--- config.mk ---
export PLATFORM = sky130hd
export DESIGN_NAME = register_writeback_scheduler
export DESIGN_NICKNAME = d
export VERILOG_FILES = /design/src/rtl/regfile_pkg.sv /design/src/rtl/reg_tag_fifo.sv /design/src/rtl/register_writeback_scheduler.sv
export SDC_FILE = /design/constraint.sdc
export NUM_CORES = 1
export LEC_CHECK = 0
export ABC_AREA = 1
export CAP_MARGIN = 30
export CORE_MARGIN = 5
export CORE_UTILIZATION = 55
export CTS_CLUSTER_DIAMETER = 120
export DETAILED_ROUTE_END_ITERATION = 6
export PLACE_DENSITY = 0.94
export RECOVER_POWER = 25
export SLEW_MARGIN = 20
export SYNTH_ARGS = -nofsm -noshare
export SYNTH_HDL_FRONTEND = slang
export SYNTH_HIERARCHICAL = 1
export SYNTH_SLANG_ARGS = --single-unit
--- constraint.sdc ---
create_clock -name clk -period 6 [get_ports clk]
set_clock_uncertainty 0.05 [all_clocks]
set_input_delay 0.9 -clock clk [delete_from_list [all_inputs] [get_ports clk]]
set_output_delay 0.9 -clock clk [all_outputs]
set_load 0.05 [all_outputs]
--- src/rtl/regfile_pkg.sv ---
// Shared types for the register writeback path: default widths, register
// address/data types and the round-robin grant flag.
package regfile_pkg;

    localparam int unsigned DefaultAddrWidth = 5;
    localparam int unsigned DefaultDataWidth = 32;

    typedef logic [DefaultAddrWidth-1:0] reg_addr_t;
    typedef logic [DefaultDataWidth-1:0] reg_data_t;

    typedef enum logic {
        GrantLoad = 1'b0,
        GrantExec = 1'b1
    } grant_e;

    function automatic grant_e grant_other(input grant_e g);
        return (g == GrantLoad) ? GrantExec : GrantLoad;
    endfunction

endpackage

--- src/rtl/reg_tag_fifo.sv ---
// In-order FIFO of load destination tags; Depth must be a power of 2 (>= 2)
// so the pointers wrap naturally.
module reg_tag_fifo #(
    parameter int unsigned Width = 5,
    parameter int unsigned Depth = 4
) (
    input  logic                       clk,
    input  logic                       rst_n,
    input  logic                       push,
    input  logic [Width-1:0]           push_data,
    input  logic                       pop,
    output logic [Width-1:0]           head,
    output logic                       full,
    output logic                       empty,
    output logic [$clog2(Depth):0]     count
);

    localparam int unsigned PtrW = $clog2(Depth);
    localparam int unsigned CntW = PtrW + 1;

    logic [Width-1:0] r_mem [Depth];
    logic [PtrW-1:0]  r_wr_ptr;
    logic [PtrW-1:0]  r_rd_ptr;
    logic [CntW-1:0]  r_count;
    logic             w_push;
    logic             w_pop;

    assign full   = (r_count == CntW'(Depth));
    assign empty  = (r_count == '0);
    assign count  = r_count;
    assign head   = r_mem[r_rd_ptr];
    assign w_push = push && !full;
    assign w_pop  = pop && !empty;

    always_ff @(posedge clk) begin
        if (!rst_n) begin
            r_wr_ptr <= '0;
            r_rd_ptr <= '0;
            r_count  <= '0;
        end else begin
            if (w_push) begin
                r_wr_ptr <= r_wr_ptr + 1'b1;
            end
            if (w_pop) begin
                r_rd_ptr <= r_rd_ptr + 1'b1;
            end
            r_count <= r_count + CntW'(w_push) - CntW'(w_pop);
        end
    end

    always_ff @(posedge clk) begin
        if (w_push) begin
            r_mem[r_wr_ptr] <= push_data;
        end
    end

endmodule

--- src/rtl/register_writeback_scheduler.sv ---
// Single-port register file write scheduler: arbitrates execute results
// against in-order load completions and tracks registers with loads pending.
module register_writeback_scheduler
    import regfile_pkg::*;
#(
    parameter int unsigned AddressBitWidth = DefaultAddrWidth,
    parameter int unsigned DataBitWidth    = DefaultDataWidth,
    parameter int unsigned LoadDepth       = 4
) (
    input  logic                          clk,
    input  logic                          rst_n,
    input  logic                          ex_valid,
    output logic                          ex_ready,
    input  logic [AddressBitWidth-1:0]    ex_rd,
    input  logic [DataBitWidth-1:0]       ex_data,
    input  logic                          ld_reserve_valid,
    output logic                          ld_reserve_ready,
    input  logic [AddressBitWidth-1:0]    ld_reserve_rd,
    input  logic                          ld_done_valid,
    output logic                          ld_done_ready,
    input  logic [DataBitWidth-1:0]       ld_done_data,
    input  logic [AddressBitWidth-1:0]    query_rs1,
    input  logic [AddressBitWidth-1:0]    query_rs2,
    input  logic [AddressBitWidth-1:0]    query_rd,
    output logic                          hazard,
    output logic [AddressBitWidth-1:0]    rf_rd,
    output logic                          rf_write_enable,
    output logic [DataBitWidth-1:0]       rf_data,
    output logic [$clog2(LoadDepth):0]    pending_count
);

    localparam int unsigned NumRegs = 1 << AddressBitWidth;

    logic [NumRegs-1:0]         r_busy;
    logic [NumRegs-1:0]         w_busy_next;
    grant_e                     r_rr;
    grant_e                     w_rr_next;
    logic [AddressBitWidth-1:0] r_rf_rd;
    logic [DataBitWidth-1:0]    r_rf_data;
    logic                       r_rf_we;
    logic                       r_rf_from_ld;

    logic [AddressBitWidth-1:0] w_head;
    logic                       w_fifo_full;
    logic                       w_fifo_empty;
    logic                       w_res_fire;
    logic                       w_done_fire;
    logic                       w_ex_fire;
    logic                       w_ex_ok;
    logic                       w_ex_elig;
    logic                       w_ld_elig;
    logic                       w_contend;
    logic                       w_haz_busy;
    logic                       w_haz_inflight;

    reg_tag_fifo #(
        .Width (AddressBitWidth),
        .Depth (LoadDepth)
    ) u_tag_fifo (
        .clk       (clk),
        .rst_n     (rst_n),
        .push      (w_res_fire),
        .push_data (ld_reserve_rd),
        .pop       (w_done_fire),
        .head      (w_head),
        .full      (w_fifo_full),
        .empty     (w_fifo_empty),
        .count     (pending_count)
    );

    // Readies look only at state and the other requester's valid.
    assign ld_reserve_ready = !w_fifo_full && !r_busy[ld_reserve_rd];
    assign w_ex_ok          = !r_busy[ex_rd];
    assign w_ex_elig        = ex_valid && w_ex_ok;
    assign w_ld_elig        = ld_done_valid && !w_fifo_empty;
    assign w_contend        = w_ld_elig && w_ex_elig;

    always_comb begin
        ld_done_ready = !w_fifo_empty && (!w_ex_elig || (r_rr == GrantLoad));
        ex_ready      = w_ex_ok && (!w_ld_elig || (r_rr == GrantExec));
    end

    assign w_res_fire  = ld_reserve_valid && ld_reserve_ready;
    assign w_done_fire = ld_done_valid && ld_done_ready;
    assign w_ex_fire   = ex_valid && ex_ready;

    always_comb begin
        w_rr_next = r_rr;
        if (w_contend) begin
            w_rr_next = grant_other(r_rr);
        end
    end

    always_ff @(posedge clk) begin
        if (!rst_n) begin
            r_rr <= GrantLoad;
        end else begin
            r_rr <= w_rr_next;
        end
    end

    always_ff @(posedge clk) begin
        if (!rst_n) begin
            r_rf_rd      <= '0;
            r_rf_data    <= '0;
            r_rf_we      <= 1'b0;
            r_rf_from_ld <= 1'b0;
        end else if (w_done_fire) begin
            r_rf_rd      <= w_head;
            r_rf_data    <= ld_done_data;
            r_rf_we      <= (w_head != '0);
            r_rf_from_ld <= 1'b1;
        end else if (w_ex_fire) begin
            r_rf_rd      <= ex_rd;
            r_rf_data    <= ex_data;
            r_rf_we      <= (ex_rd != '0);
            r_rf_from_ld <= 1'b0;
        end else begin
            r_rf_we      <= 1'b0;
            r_rf_from_ld <= 1'b0;
        end
    end

    // Clear and set never hit the same register: a busy rd blocks reservation.
    always_comb begin
        w_busy_next = r_busy;
        if (r_rf_we && r_rf_from_ld) begin
            w_busy_next[r_rf_rd] = 1'b0;
        end
        if (w_res_fire && (ld_reserve_rd != '0)) begin
            w_busy_next[ld_reserve_rd] = 1'b1;
        end
    end

    always_ff @(posedge clk) begin
        if (!rst_n) begin
            r_busy <= '0;
        end else begin
            r_busy <= w_busy_next;
        end
    end

    always_comb begin
        w_haz_busy = ((query_rs1 != '0) && r_busy[query_rs1])
                  || ((query_rs2 != '0) && r_busy[query_rs2])
                  || ((query_rd  != '0) && r_busy[query_rd]);
        w_haz_inflight = r_rf_we
                      && (((query_rs1 != '0) && (r_rf_rd == query_rs1))
                       || ((query_rs2 != '0) && (r_rf_rd == query_rs2)));
        hazard = w_haz_busy || w_haz_inflight;
    end

    assign rf_rd           = r_rf_rd;
    assign rf_data         = r_rf_data;
    assign rf_write_enable = r_rf_we;

endmodule
==> metrics.md <==
| Metric | Value |
|---|---|
| Status | finished with violations |
| Failing checks | max-capacitance violations, max-slew violations |
| CTS Buffer Depth | 2 |
| Total core area | 0.0116 mm^2 |
| Tcrit/Tclk final | 79.7% |
| DP Cell Count | 1256 |
| Hold Startpoint | r_busy[31]$_SDFF_PN0_ |
| Residual DRC | 0 |
| Diode count | 0 |
| Final setup fails | 0 |
| Critical path data arrival time | 3.83 ns |
| DRT Pass-1 Iters | 6 |
| Share of post-route cells with drive strength above 1 | 3.09% |
| Post-synthesis sequential area ratio | 33.9% |
| Syn_nets | 1134 |
| Tightest Hold Check Type | reg -> reg |
| Unrepaired setup endpoints after global routing | false |
| Clock root cell | clkbuf_16 |
| Via count | 7535 |
| Crit Path Category | in -> out |
| DRT iter0 DRCs | 1000 |
| Std-Cell Rows | 39 |
| Post-route insts no fill | 1274 |
| Pleak | 3.38 nW |
| Setup ws final | 1.22 ns |
| Hold_buf cts | 0 |
| Commonest non-fill, non-tap cells in the layout | nor2_1, nand3_1, o21ai_0 |
| Final WL | 22600 um |
| R2R Path End | u_tag_fifo/count[2]$_SDFF_PN0_ |
| Largest net degree at the start of global routing | 76 |
| Total GRT Usage | 30.9% |
| Starting Density | 56.7% |
| DIE AREA | 0.0142 mm^2 |
| Drt wl/cell | 17.7 um |
| Fin. Hold Viols | 0 |
| R2R Path Start | r_busy[30]$_SDFF_PN0_ |
| Clk Latency, worst-skew pair | 0.36 ns |
| TritonCTS buffer count | 9 |
| Nets | 1227 |
| Synth Instances | 1033 |
| CP required | 5.05 ns |
| Pins Over Slew Limit | 47 |
| Clock Sink Count | 101 |
| Routability cong. | 1.15 |
| Critical path's slowest cell | dlygate4sd3_1 |
| Synthesis-stage register bit count | 101 |
| IO Count | 139 |
| CTS tree | done |
| Hold Path Stages | 2 |
| Die height | 119 um |
| H-Tree Depth | 3 |
| Worst Reg2Reg Path Length in Cells | 19 |
| Post-synthesis cell area | 0.00655 mm^2 |
| CP Capture Type | output pin |
| DP HPWL | 16000 um |
| Most common cell after layout, fill and taps aside | nor2_1 |
| Area after DPL | 0.00787 mm^2 |
| Peak supply drop | 162 uV |
| Antenna-violating nets left | 0 |
| Postcts setup bufs | 0 |
| Cell area after layout | 0.00821 mm^2 |
| Yosys synthesis warning count | 6 |
| CP Cell Sequence | dlygate4sd3_1 -> nor2_2 -> clkinv_1 -> o22ai_1 -> nor2_1 -> nor2_1 -> nor2_1 -> nand3_1 -> inv_1 -> clkdlybuf4s50_1 |
| Via density | 5.91 |
| Chip Width | 119 um |
| Biggest cell delay along the critical path | 0.69 ns |
| FMAX | 209 MHz |
| Synth cell types | 38 |
| PortBufs | 138 |
| R2r setup slk | 2.89 ns |
| Synth Area per Inst | 6.34 um^2 |
| CP Max Fanout | 9 |
| Final Critical Period | 4.78 ns |
| Fin Setup TNS | 0 ns |
| CP most frequent cell | nor2_1 |
| Initial antenna violation count | 0 |
| Max-slew headroom | -26.1% |
| Slew @ Worst Pin | 1.89 ns |
| Dpl ws | 1.27 ns |
| Max_cap viols | 1 |
| Post-CTS resize count | 0 |
| First-pass GRT wire length | 35400 um |
| Pwr Total | 2.96 mW |
| Gr ovfl total | 0 |
| Area grow syn2layout | 25.3% |
| Min-Delay Endpoint | r_busy[31]$_SDFF_PN0_ |
| Vias in the first global route | 6712 |
| Worst setup SP type | input pin |
| Reg clk slew, reported paths | 0.07 ns |
| PD cells | 360 mW/mm^2 |
==> cell usage after synthesis, drive strengths merged <==
| master | n | area, um^2 |
|---|---|---|
| a211oi | 5 | 37.5 |
| a21boi | 1 | 7.51 |
| a21oi | 117 | 586 |
| a22oi | 1 | 7.51 |
| a41oi | 1 | 8.76 |
| buf | 28 | 169 |
| clkbuf | 35 | 133 |
| clkinv | 3 | 11.3 |
| dfxtp | 81 | 1620 |
| edfxtp | 20 | 601 |
| fa | 1 | 20.0 |
| ha | 6 | 75.1 |
| inv | 123 | 464 |
| nand2 | 129 | 497 |
| nand3 | 141 | 711 |
| nand3b | 1 | 7.51 |
| nand4 | 3 | 18.8 |
| nor2 | 162 | 626 |
| nor3 | 14 | 70.1 |
| o211ai | 2 | 15.0 |
| o21a | 1 | 7.51 |
| o21ai | 131 | 656 |
| o21bai | 3 | 22.5 |
| o221ai | 4 | 35.0 |
| o22ai | 11 | 68.8 |
| xnor2 | 4 | 35.0 |
| xor2 | 5 | 43.8 |
==> per-layer routing <==
metal	vias up	global-route usage (%)	wire length (um)	part of all wire [%]
met3	74	7.91	2700	12
met2	452	48.1	10100	45
li1	3617	-	-	-
met1	3392	40.7	8830	39
met4	0	12.9	968	4.3
met5	-	0	0	0
==> kinds of logic (layout without fill, tap and decap cells) <==
logic type | Yosys count | in the layout | share of synthesized area, %
flip-flops | 101 | 101 | 33.9
AND/OR/NAND/NOR | 450 | 450 | 29.4
XOR/XNOR | 9 | 9 | 1.20
AO/OA/AOI/OAI | 277 | 277 | 22.1
adder cells (fa/ha/maj) | 7 | 7 | 1.45
buffers and inverters | 189 | 287 | 11.9
==> critical path: cells and delay by family <==
kind | cells | cell delay, ns
AOI/OAI and AO/OA | 1 | 0.23
and+or+nand+nor | 5 | 0.82
buffers and inverters | 4 | 1.86
==> flip-flops by register name, indices dropped and copies added (netlist names), named ones only <==
name,cells
r_rr,1
r_rf_from_ld,1
r_busy,32
u_tag_fifo/r_mem,20
rf_rd,5
u_tag_fifo/r_wr_ptr,2
rf_data,32
rf_write_enable,1
u_tag_fifo/r_rd_ptr,2
u_tag_fifo/count,3
==> through the flow <==
stage               hold WS (ns)  utilization (%)
detailed placement         0.418             68.1
floorplan                  0.398                -
global route               0.457             71.0
finish                     0.432             71.0
CTS                        0.429             70.7
global placement           0.411             67.8
==> power breakdown <==
group,switching (mW),internal (mW),total [mW]
Sequential,0.112,0.817,0.930
Clock,0.277,0.341,0.618
Combinational,0.945,0.465,1.41
Total,1.33,1.62,2.96
==> layout make-up <==
type	instances	area, um^2
clock inverters	4	56.3
fillers	985	3350
clock buffers	12	246
inverters	126	475
repair buffers	145	1480
multi-input cells	743	3560
well taps	143	179
flip-flops and latches	101	2220
==> worst max path at each step <==
stage                     start                to  depth (start not counted)
6_report       ld_reserve_rd[0]  ld_reserve_ready                         10
4_1_cts            query_rs2[0]            hazard                         10
2_1_floorplan      query_rs1[0]            hazard                         10
3_3_place_gp   ld_reserve_rd[0]  ld_reserve_ready                         10
3_5_place_dp       query_rs2[0]            hazard                         10
5_1_grt            query_rs2[0]            hazard                         10
(Power assumes the default switching activity.)
